===== config.mk =====
export PLATFORM = sky130hd
export DESIGN_NAME = bcd_keypad_counter
export DESIGN_NICKNAME = d
export VERILOG_FILES = /design/src/rtl/bcd_keypad_counter.sv
export SDC_FILE = /design/constraint.sdc
export NUM_CORES = 1
export LEC_CHECK = 0
export BUFFER_PORTS_ARGS = -buffer_cell sky130_fd_sc_hd__buf_4
export CORE_MARGIN = 5
export CORE_UTILIZATION = 50
export DETAILED_ROUTE_END_ITERATION = 10
export GPL_TIMING_DRIVEN = 0
export PLACE_DENSITY_LB_ADDON = 0.08
export RECOVER_POWER = 25
export SLEW_MARGIN = 10
export SYNTH_ARGS = -nofsm -noshare
export SYNTH_HDL_FRONTEND = slang
export SYNTH_SLANG_ARGS = --single-unit

===== constraint.sdc =====
create_clock -name CLOCK_50 -period 6.63 [get_ports CLOCK_50]
set_input_delay 1.326 -clock CLOCK_50 [delete_from_list [all_inputs] [get_ports CLOCK_50]]
set_output_delay 1.326 -clock CLOCK_50 [all_outputs]
set_load 0.05 [all_outputs]

===== src/rtl/bcd_keypad_counter.sv =====
// Two-digit BCD up/down counter driven by debounced front-panel keys, with
// hold-to-repeat on the step keys and active-low seven-segment outputs.
module bcd_keypad_counter #(
  parameter int DEB_CYCLES = 1_000_000,
  parameter int RPT_DELAY  = 25_000_000,
  parameter int RPT_PERIOD = 5_000_000
) (
  input  logic       CLOCK_50,
  input  logic       RESET_N,
  input  logic [2:0] KEY,
  input  logic [7:0] SW,
  output logic [7:0] count_bcd,
  output logic [6:0] HEX0,
  output logic [6:0] HEX1,
  output logic       load_err
);

  localparam int DEB_W   = $clog2(DEB_CYCLES + 1);
  localparam int RPT_MAX = (RPT_DELAY > RPT_PERIOD) ? RPT_DELAY : RPT_PERIOD;
  localparam int RPT_W   = $clog2(RPT_MAX + 1);

  typedef enum logic [1:0] {
    ST_IDLE,
    ST_HOLD,
    ST_REPEAT
  } step_state_t;

  logic [2:0] r_sync1;
  logic [2:0] r_sync2;
  logic [2:0] w_key_acc;
  logic       r_load_acc_d;
  logic       r_load;
  logic [1:0] w_step;  // [0] down, [1] up
  logic       w_sw_valid;
  logic [7:0] w_inc;
  logic [7:0] w_dec;

  // Keys idle high, so the synchronizers reset to the released level.
  always_ff @(posedge CLOCK_50 or negedge RESET_N) begin
    if (!RESET_N) begin
      r_sync1 <= '1;
      r_sync2 <= '1;
    end else begin
      // NOTE: non-blocking so every flop samples the pre-edge value of the one before it.
      r_sync1 <= KEY;
      r_sync2 <= r_sync1;
    end
  end

  for (genvar g = 0; g < 3; g++) begin : gen_deb
    logic [DEB_W-1:0] r_cnt;
    logic             r_acc;

    always_ff @(posedge CLOCK_50 or negedge RESET_N) begin
      if (!RESET_N) begin
        r_cnt <= '0;
        r_acc <= 1'b1;
      end else if (r_sync2[g] == r_acc) begin
        r_cnt <= '0;
      end else if (r_cnt == DEB_W'(DEB_CYCLES - 1)) begin
        r_acc <= r_sync2[g];
        r_cnt <= '0;
      end else begin
        r_cnt <= r_cnt + DEB_W'(1);
      end
    end

    assign w_key_acc[g] = r_acc;
  end

  always_ff @(posedge CLOCK_50 or negedge RESET_N) begin
    if (!RESET_N) begin
      r_load_acc_d <= 1'b1;
      r_load       <= 1'b0;
    end else begin
      r_load_acc_d <= w_key_acc[0];
      r_load       <= r_load_acc_d & ~w_key_acc[0];
    end
  end

  // Step FSM g serves KEY[g+1]: g=0 is down, g=1 is up.
  for (genvar g = 0; g < 2; g++) begin : gen_step
    step_state_t      r_state;
    step_state_t      w_state_nxt;
    logic [RPT_W-1:0] r_rpt_cnt;
    logic             r_step;
    logic             w_step_nxt;
    logic             w_cnt_clr;
    logic             w_held;

    assign w_held = ~w_key_acc[g+1];

    always_comb begin
      // NOTE: defaults first so every path assigns every output and no latch is inferred.
      w_state_nxt = r_state;
      w_step_nxt  = 1'b0;
      w_cnt_clr   = 1'b0;
      case (r_state)
        ST_IDLE: begin
          w_cnt_clr = 1'b1;
          if (w_held) begin
            w_state_nxt = ST_HOLD;
            w_step_nxt  = 1'b1;
          end
        end
        ST_HOLD: begin
          if (!w_held) begin
            w_state_nxt = ST_IDLE;
            w_cnt_clr   = 1'b1;
          end else if (r_rpt_cnt == RPT_W'(RPT_DELAY - 1)) begin
            w_state_nxt = ST_REPEAT;
            w_step_nxt  = 1'b1;
            w_cnt_clr   = 1'b1;
          end
        end
        ST_REPEAT: begin
          if (!w_held) begin
            w_state_nxt = ST_IDLE;
            w_cnt_clr   = 1'b1;
          end else if (r_rpt_cnt == RPT_W'(RPT_PERIOD - 1)) begin
            w_step_nxt = 1'b1;
            w_cnt_clr  = 1'b1;
          end
        end
        default: begin
          w_state_nxt = ST_IDLE;
          w_cnt_clr   = 1'b1;
        end
      endcase
    end

    always_ff @(posedge CLOCK_50 or negedge RESET_N) begin
      if (!RESET_N) begin
        r_state   <= ST_IDLE;
        r_step    <= 1'b0;
        r_rpt_cnt <= '0;
      end else begin
        r_state   <= w_state_nxt;
        r_step    <= w_step_nxt;
        r_rpt_cnt <= w_cnt_clr ? '0 : r_rpt_cnt + RPT_W'(1);
      end
    end

    assign w_step[g] = r_step;
  end

  function automatic logic [7:0] bcd_inc(input logic [7:0] v);
    logic [7:0] r;
    r = v;
    if (v[3:0] == 4'd9) begin
      r[3:0] = 4'd0;
      r[7:4] = (v[7:4] == 4'd9) ? 4'd0 : v[7:4] + 4'd1;
    end else begin
      r[3:0] = v[3:0] + 4'd1;
    end
    return r;
  endfunction

  function automatic logic [7:0] bcd_dec(input logic [7:0] v);
    logic [7:0] r;
    r = v;
    if (v[3:0] == 4'd0) begin
      r[3:0] = 4'd9;
      r[7:4] = (v[7:4] == 4'd0) ? 4'd9 : v[7:4] - 4'd1;
    end else begin
      r[3:0] = v[3:0] - 4'd1;
    end
    return r;
  endfunction

  function automatic logic [6:0] seg7(input logic [3:0] d);
    logic [6:0] s;
    case (d)
      4'd0:    s = 7'b1000000;
      4'd1:    s = 7'b1111001;
      4'd2:    s = 7'b0100100;
      4'd3:    s = 7'b0110000;
      4'd4:    s = 7'b0011001;
      4'd5:    s = 7'b0010010;
      4'd6:    s = 7'b0000010;
      4'd7:    s = 7'b1111000;
      4'd8:    s = 7'b0000000;
      4'd9:    s = 7'b0010000;
      default: s = 7'b1111111;
    endcase
    return s;
  endfunction

  assign w_sw_valid = (SW[7:4] <= 4'd9) && (SW[3:0] <= 4'd9);
  assign w_inc      = bcd_inc(count_bcd);
  assign w_dec      = bcd_dec(count_bcd);

  // Load outranks steps; simultaneous up and down cancel out.
  always_ff @(posedge CLOCK_50 or negedge RESET_N) begin
    if (!RESET_N) begin
      count_bcd <= 8'h00;
      load_err  <= 1'b0;
    end else if (r_load) begin
      if (w_sw_valid) begin
        count_bcd <= SW;
        load_err  <= 1'b0;
      end else begin
        load_err  <= 1'b1;
      end
    end else if (w_step[1] && !w_step[0]) begin
      count_bcd <= w_inc;
    end else if (w_step[0] && !w_step[1]) begin
      count_bcd <= w_dec;
    end
  end

  assign HEX0 = seg7(count_bcd[3:0]);
  assign HEX1 = seg7(count_bcd[7:4]);

endmodule

### Yosys cells after proc, flatten, opt, wreduce, memory -nomap -nowiden

Memory sizes are Yosys's and may differ from the RTL's.
Cells that the tools add are included.

| cells by class | value |
|---|---|
| bitwise logic cells | 5 |
| $mul | 0 |
| multiplexer cells | 47 |
| shift-type cells | 0 |
| reduce and logical (&&, ||, !) cells | 18 |
| div/mod/pow operators | 0 |
| $lt $le $gt $ge | 2 |
| $add $sub $neg | 9 |
| equality and inequality tests | 24 |

Operators by type and width:

| cell | count |
|---|---|
| 2-to-1 mux 20 bit | 6 |
| adder 20 x 1 -> 20 bit (second input constant) | 3 |
| == test 20 bit (second input constant) | 3 |
| adder 25 x 1 -> 25 bit (second input constant) | 2 |
| == test 25 x 23 -> 1 bit (second input constant) | 2 |
| == test 25 bit (second input constant) | 2 |
| 2-to-1 mux 25 bit | 2 |
| 2-to-1 mux 8 bit | 4 |
| 2-to-1 mux 4 bit | 6 |
| 2-to-1 mux 2 bit | 8 |
| 2-to-1 mux 1 bit | 15 |
| one-hot mux 2 bit (3 select lines) | 2 |
| inequality test 3 bit (second input constant) | 3 |
| adder 4 x 1 -> 4 bit (second input constant) | 2 |
| == test 4 bit (second input constant) | 2 |
| <= comparator 4 bit (second input constant) | 2 |
| logical NOT 4 bit | 2 |
| inequality test 2 bit (second input constant) | 4 |
| AND reduction 2 bit | 4 |
| subtractor 4 x 1 -> 4 bit (second input constant) | 2 |
| one-hot mux 1 bit (3 select lines) | 2 |
| AND reduction 3 bit | 2 |
| nonzero test 3 bit | 2 |
| == test 2 x 1 -> 1 bit (second input constant) | 2 |
| 10 further kinds | 21 |

| storage, ports and cells | value |
|---|---|
| memory bits (writable) | 0 |
| memories | 2 |
| memory bits (read-only) | 224 |
| latch bits | 0 |
| output and inout bits | 23 |
| flip-flop bits (word level) | 136 |
| word-level logic and storage cells | 126 |
| input bits | 13 |

Memory list:

| memory | words | width | read ports | clocked after memory_dff | write ports | RTL line | source |
|---|---|---|---|---|---|---|---|
| (no name shown) | 16 | 7 | 1 | 0 | 0 | 173 | `case (d)` |
| (no name shown) | 16 | 7 | 1 | 0 | 0 | 173 |  |

### Longest topological paths before layout

| depth | value |
|---|---|
| word-level depth | 6 |
| depth in mapped cells | 8 |
| mapped depth without buffers | 7 |

### Least setup slack after synthesis

No wires, ideal clock.

| timing | value |
|---|---|
| path kind | flip-flop to output port |
| start | register count_bcd[2] |
| end | output port HEX0[4] |
| slack | 3.079 ns |
| arrival time | 2.225 ns |
| cell stages (with the launch flop) | 5 |
| cells stage by stage | dfrtp_1 clkbuf_1 clkinv_1 ha_1 mux2i_1 |

| on the way | value |
|---|---|
| cells in the longest elaborated chain, start to end | 1 |

RTL lines:

| what | RTL line | source |
|---|---|---|
| from (decl) | 12 | `output logic [7:0] count_bcd,` |
| from (signal assigned) | 206 | `count_bcd <= w_inc;` |
| from (signal assigned) | 208 | `count_bcd <= w_dec;` |
| memory read (16 x 7 bit) | -- |  |
| to (decl) | 13 | `output logic [6:0] HEX0,` |

No other way between the ends.

### Final worst setup path

Same ends and word-level chain as after synthesis.

==> run_results.csv <==
group,metric,value,unit
floorplanning,die_x,131,microns
floorplanning,core_area,0.0144,sq mm
synth,ys_top_cells_by_count,"143 x nor2_1, 126 x dfrtp_1, 60 x xor2_1",
sta,fin_ws,3.17,ns
clock_tree,cts_sinks,136,
clock_tree,ctsResizeCount,0,
sta,fin_crit_sh,52.2,%
synth,synthArstFlopShare,100,%
power,ir_drop,304,uV
setup_path,endpoint_kind,"primary output",
placed_design,place_ws,3.61,ns
sta,drv_slew,48,
setup_path,r2r_slack,3.82,ns
placed_design,dpl.cell_count,1002,
setup_path,cp-endpoint,"HEX0[4]",
setup_path,reg2regPathDepth,6,
clock_tree,postCtsHoldBufs,0,
clock_tree,post_cts_buffers,0,
layout,design_area,0.00841,sq mm
detailed_routing,vias,5705,
run_status,failed_checks,"capacitance limit, slew limit",
placed_design,portBuffers,35,
floorplanning,die_h,131,microns
clock_tree,cts_buffer_depth,2,
synth,ys_types,57,
setup_path,crit_fanout,10,
setup_path,rr_endpoint,"gen_step[1].r_rpt_cnt[11]",
layout,area_delta_synth_final,15.7,%
floorplanning,io_pins,36,
clock_tree,htree_levels,4,
synth,synthCells,782,
global_routing,grt_use_total,18.6,%
setup_path,crit_arrival,2.13,ns
synth,synth.most_common_cell,"nor2_1",
clock_tree,clk_latency,0.42,ns
power,p_switching,0.412,mW
power,p_comb_share,2.2,%
layout,final_util,58.5,%
layout,final_nets,873,
power,p_leak,3.71,nW
synth,syn-cell-area,0.00727,sq mm
global_routing,grt_pass1_vias,5640,
power,seqPwrFrac,45.0,%
clock_tree,cts_tree,"built",
layout,antennaDiodeCount,0,
sta,setup_viol,0,
setup_path,crit_type,"flip-flop to primary output",
synth,ys_seq_elements,136,
sta,timing.slew.headroom,-86.2,%
synth,ys_seq_area_share,47.0,%
sta,hold_viol,0,
min_path,hp-class,"flip-flop to flip-flop",
detailed_routing,ant_nets,0,
global_routing,grt_overflow_total,0,
synth,yosys-top-cells-area,"dfrtp_1 43%, nor2_1 7.4%, xor2_1 7.2%",
setup_path,worstPathRequired,5.30,ns
detailed_routing,drt_wl_total,14600,microns
run,cap_violations,1,
global_routing,antenna_found_initial,0,
placed_design,gp_congestion,0.917,
layout,final_cells,1034,
floorplanning,initial_utilization,50.6,%
clock_tree,cts_root_buf,"clkbuf_16",
clock_tree,cts_buffers,17,
detailed_routing,drtIter0Drc,388,
setup_path,r2r-start,"gen_step[1].r_rpt_cnt[15]",
sta,rsz0062_at_grt,"no",
layout,drive_gt1_share,11.3,%
power,clkPwrFrac,52.7,%
detailed_routing,avgViaCountPerCell,5.52,
global_routing,grt_pass1_wl,25900,microns
synth,synth_top_area_share,43.4,%
detailed_routing,drtPass1Iterations,4,
floorplanning,die_area,0.0170,sq mm
floorplanning,row_count,44,
power,p_int,1.46,mW
sta,whs,0.357,ns
synth,synth-main-ff-cell,"dfrtp_1",
placed_design,dpl_cell_area,0.00779,sq mm
synth,yosys.area.top_type,"dfrtp_1",
placed_design,dp.final_hpwl,10200,microns
synth,synth_edf_count,0,
sta,fin_skew,0.0101,ns
power,power,1.87,mW
synth,synth.avg_cell_area,9.29,sq um
clock_tree,path_clk_slew,0.07,ns
synth,yosys_warnings,0,
sta,fin_setup_tns,0,ns
detailed_routing,drt_drc_violations_left,0,
sta,fmax,0.289,GHz
global_routing,grt_start_max_net_pins,90,
power,p_per_area,223,mW/mm^2
setup_path,start_kind,"flip-flop",
detailed_routing,post_drt_wl_per_cell,14.2,microns
sta,post-route-min-period,3.46,ns
synth,synth_nets,818,
setup_path,critPathLaunch,"count_bcd[2]",
run_status,status,"finished, violations left",
sta,worstMarginPinSlew,2.79,ns
power,switching_share,22.0,%
[worst max-delay path, stage by stage, from the launching register on]
cell	delay, ns
dfrtp_1	0.38
clkbuf_1	0.35
clkinv_1	0.35
ha_1	0.30
mux2i_1	0.13
buf_4	0.22
[worst min path at each step]
stage / start / to / slack (ns) / cells past startpoint
2_1_floorplan: r_sync1[0] / r_sync2[0] / 0.35 / 0
4_1_cts: r_sync1[2] / r_sync2[2] / 0.36 / 0
5_1_grt: r_sync1[1] / r_sync2[1] / 0.36 / 0
3_5_place_dp: r_sync1[0] / r_sync2[0] / 0.35 / 0
6_report: r_sync1[2] / r_sync2[2] / 0.36 / 0
3_3_place_gp: r_sync1[0] / r_sync2[0] / 0.35 / 0
[flip-flops by register name, indices dropped and copies added, names as in the netlist, 2 cells and up]
register	count
gen_step.r_state	4
gen_deb.r_acc	3
count_bcd	8
gen_step.r_rpt_cnt	50
gen_step.r_step	2
r_sync1	3
gen_deb.r_cnt	60
r_sync2	3
[power groups by stage]
stage                     Clock (mW)  Combinational, mW  Sequential [mW]
final                          0.988             0.0417            0.844
after global routing            1.05             0.0491            0.844
after CTS                       1.01             0.0439            0.844
after detailed placement           0             0.0437            0.859
after global placement             0             0.0400            0.859
after floorplan                    0             0.0140            0.858
[routing by layer]
layer | up-vias | global-route usage [%] | routed length, microns
li1 | 2803 | - | -
met1 | 2766 | 24.8 | 6860
met2 | 111 | 30.1 | 6830
met3 | 25 | 4.35 | 692
met4 | 0 | 6.59 | 252
met5 | - | 0 | 0
[placed cells by master, fill, tap and decap left out, drive strengths merged, types with 3 or more instances in the layout]
| cell type | n |
|---|---|
| nor2 | 143 |
| dfrtp | 126 |
| xor2 | 60 |
| nand2 | 59 |
| nand3 | 50 |
| xnor2 | 43 |
| clkbuf | 41 |
| buf | 36 |
| inv | 31 |
| a21oi | 24 |
| nand4 | 24 |
| nor3 | 23 |
| ha | 23 |
| and3 | 22 |
| o21ai | 19 |
| nor4 | 13 |
| dfstp | 10 |
| and4 | 9 |
| nand2b | 9 |
| clkinv | 7 |
| nor2b | 6 |
| a31oi | 5 |
| or4 | 5 |
| or2 | 4 |
| o21a | 4 |
| o31ai | 4 |
| mux2i | 3 |
| nand4b | 3 |
| nor4b | 3 |
| a2111o | 3 |
| mux2 | 3 |
| bufinv | 3 |
| or3 | 3 |
| o311ai | 3 |
| o211ai | 3 |
[cell families (layout without fill, tap and decap cells)]
family / Yosys count / count (layout) / synth area share [%]
compound gates: 76 / 76 / 6.85
flops: 136 / 136 / 47.0
fa+ha+maj: 23 / 23 / 3.96
buf+inv: 51 / 119 / 2.77
xor+xnor: 103 / 103 / 12.4
mux: 6 / 6 / 0.878
simple gates: 387 / 387 / 26.1
[area by class of cell]
type / count / area, sq um
plain buffers: 23 / 96.3
clock buffers: 18 / 439
clock inverters: 14 / 188
fillers: 1250 / 5960
inverters: 28 / 105
multi-input cells: 595 / 3650
flip-flops and latches: 136 / 3420
well taps: 184 / 230
repair buffers: 36 / 287
No activity file was read; power rests on OpenSTA's default activity.
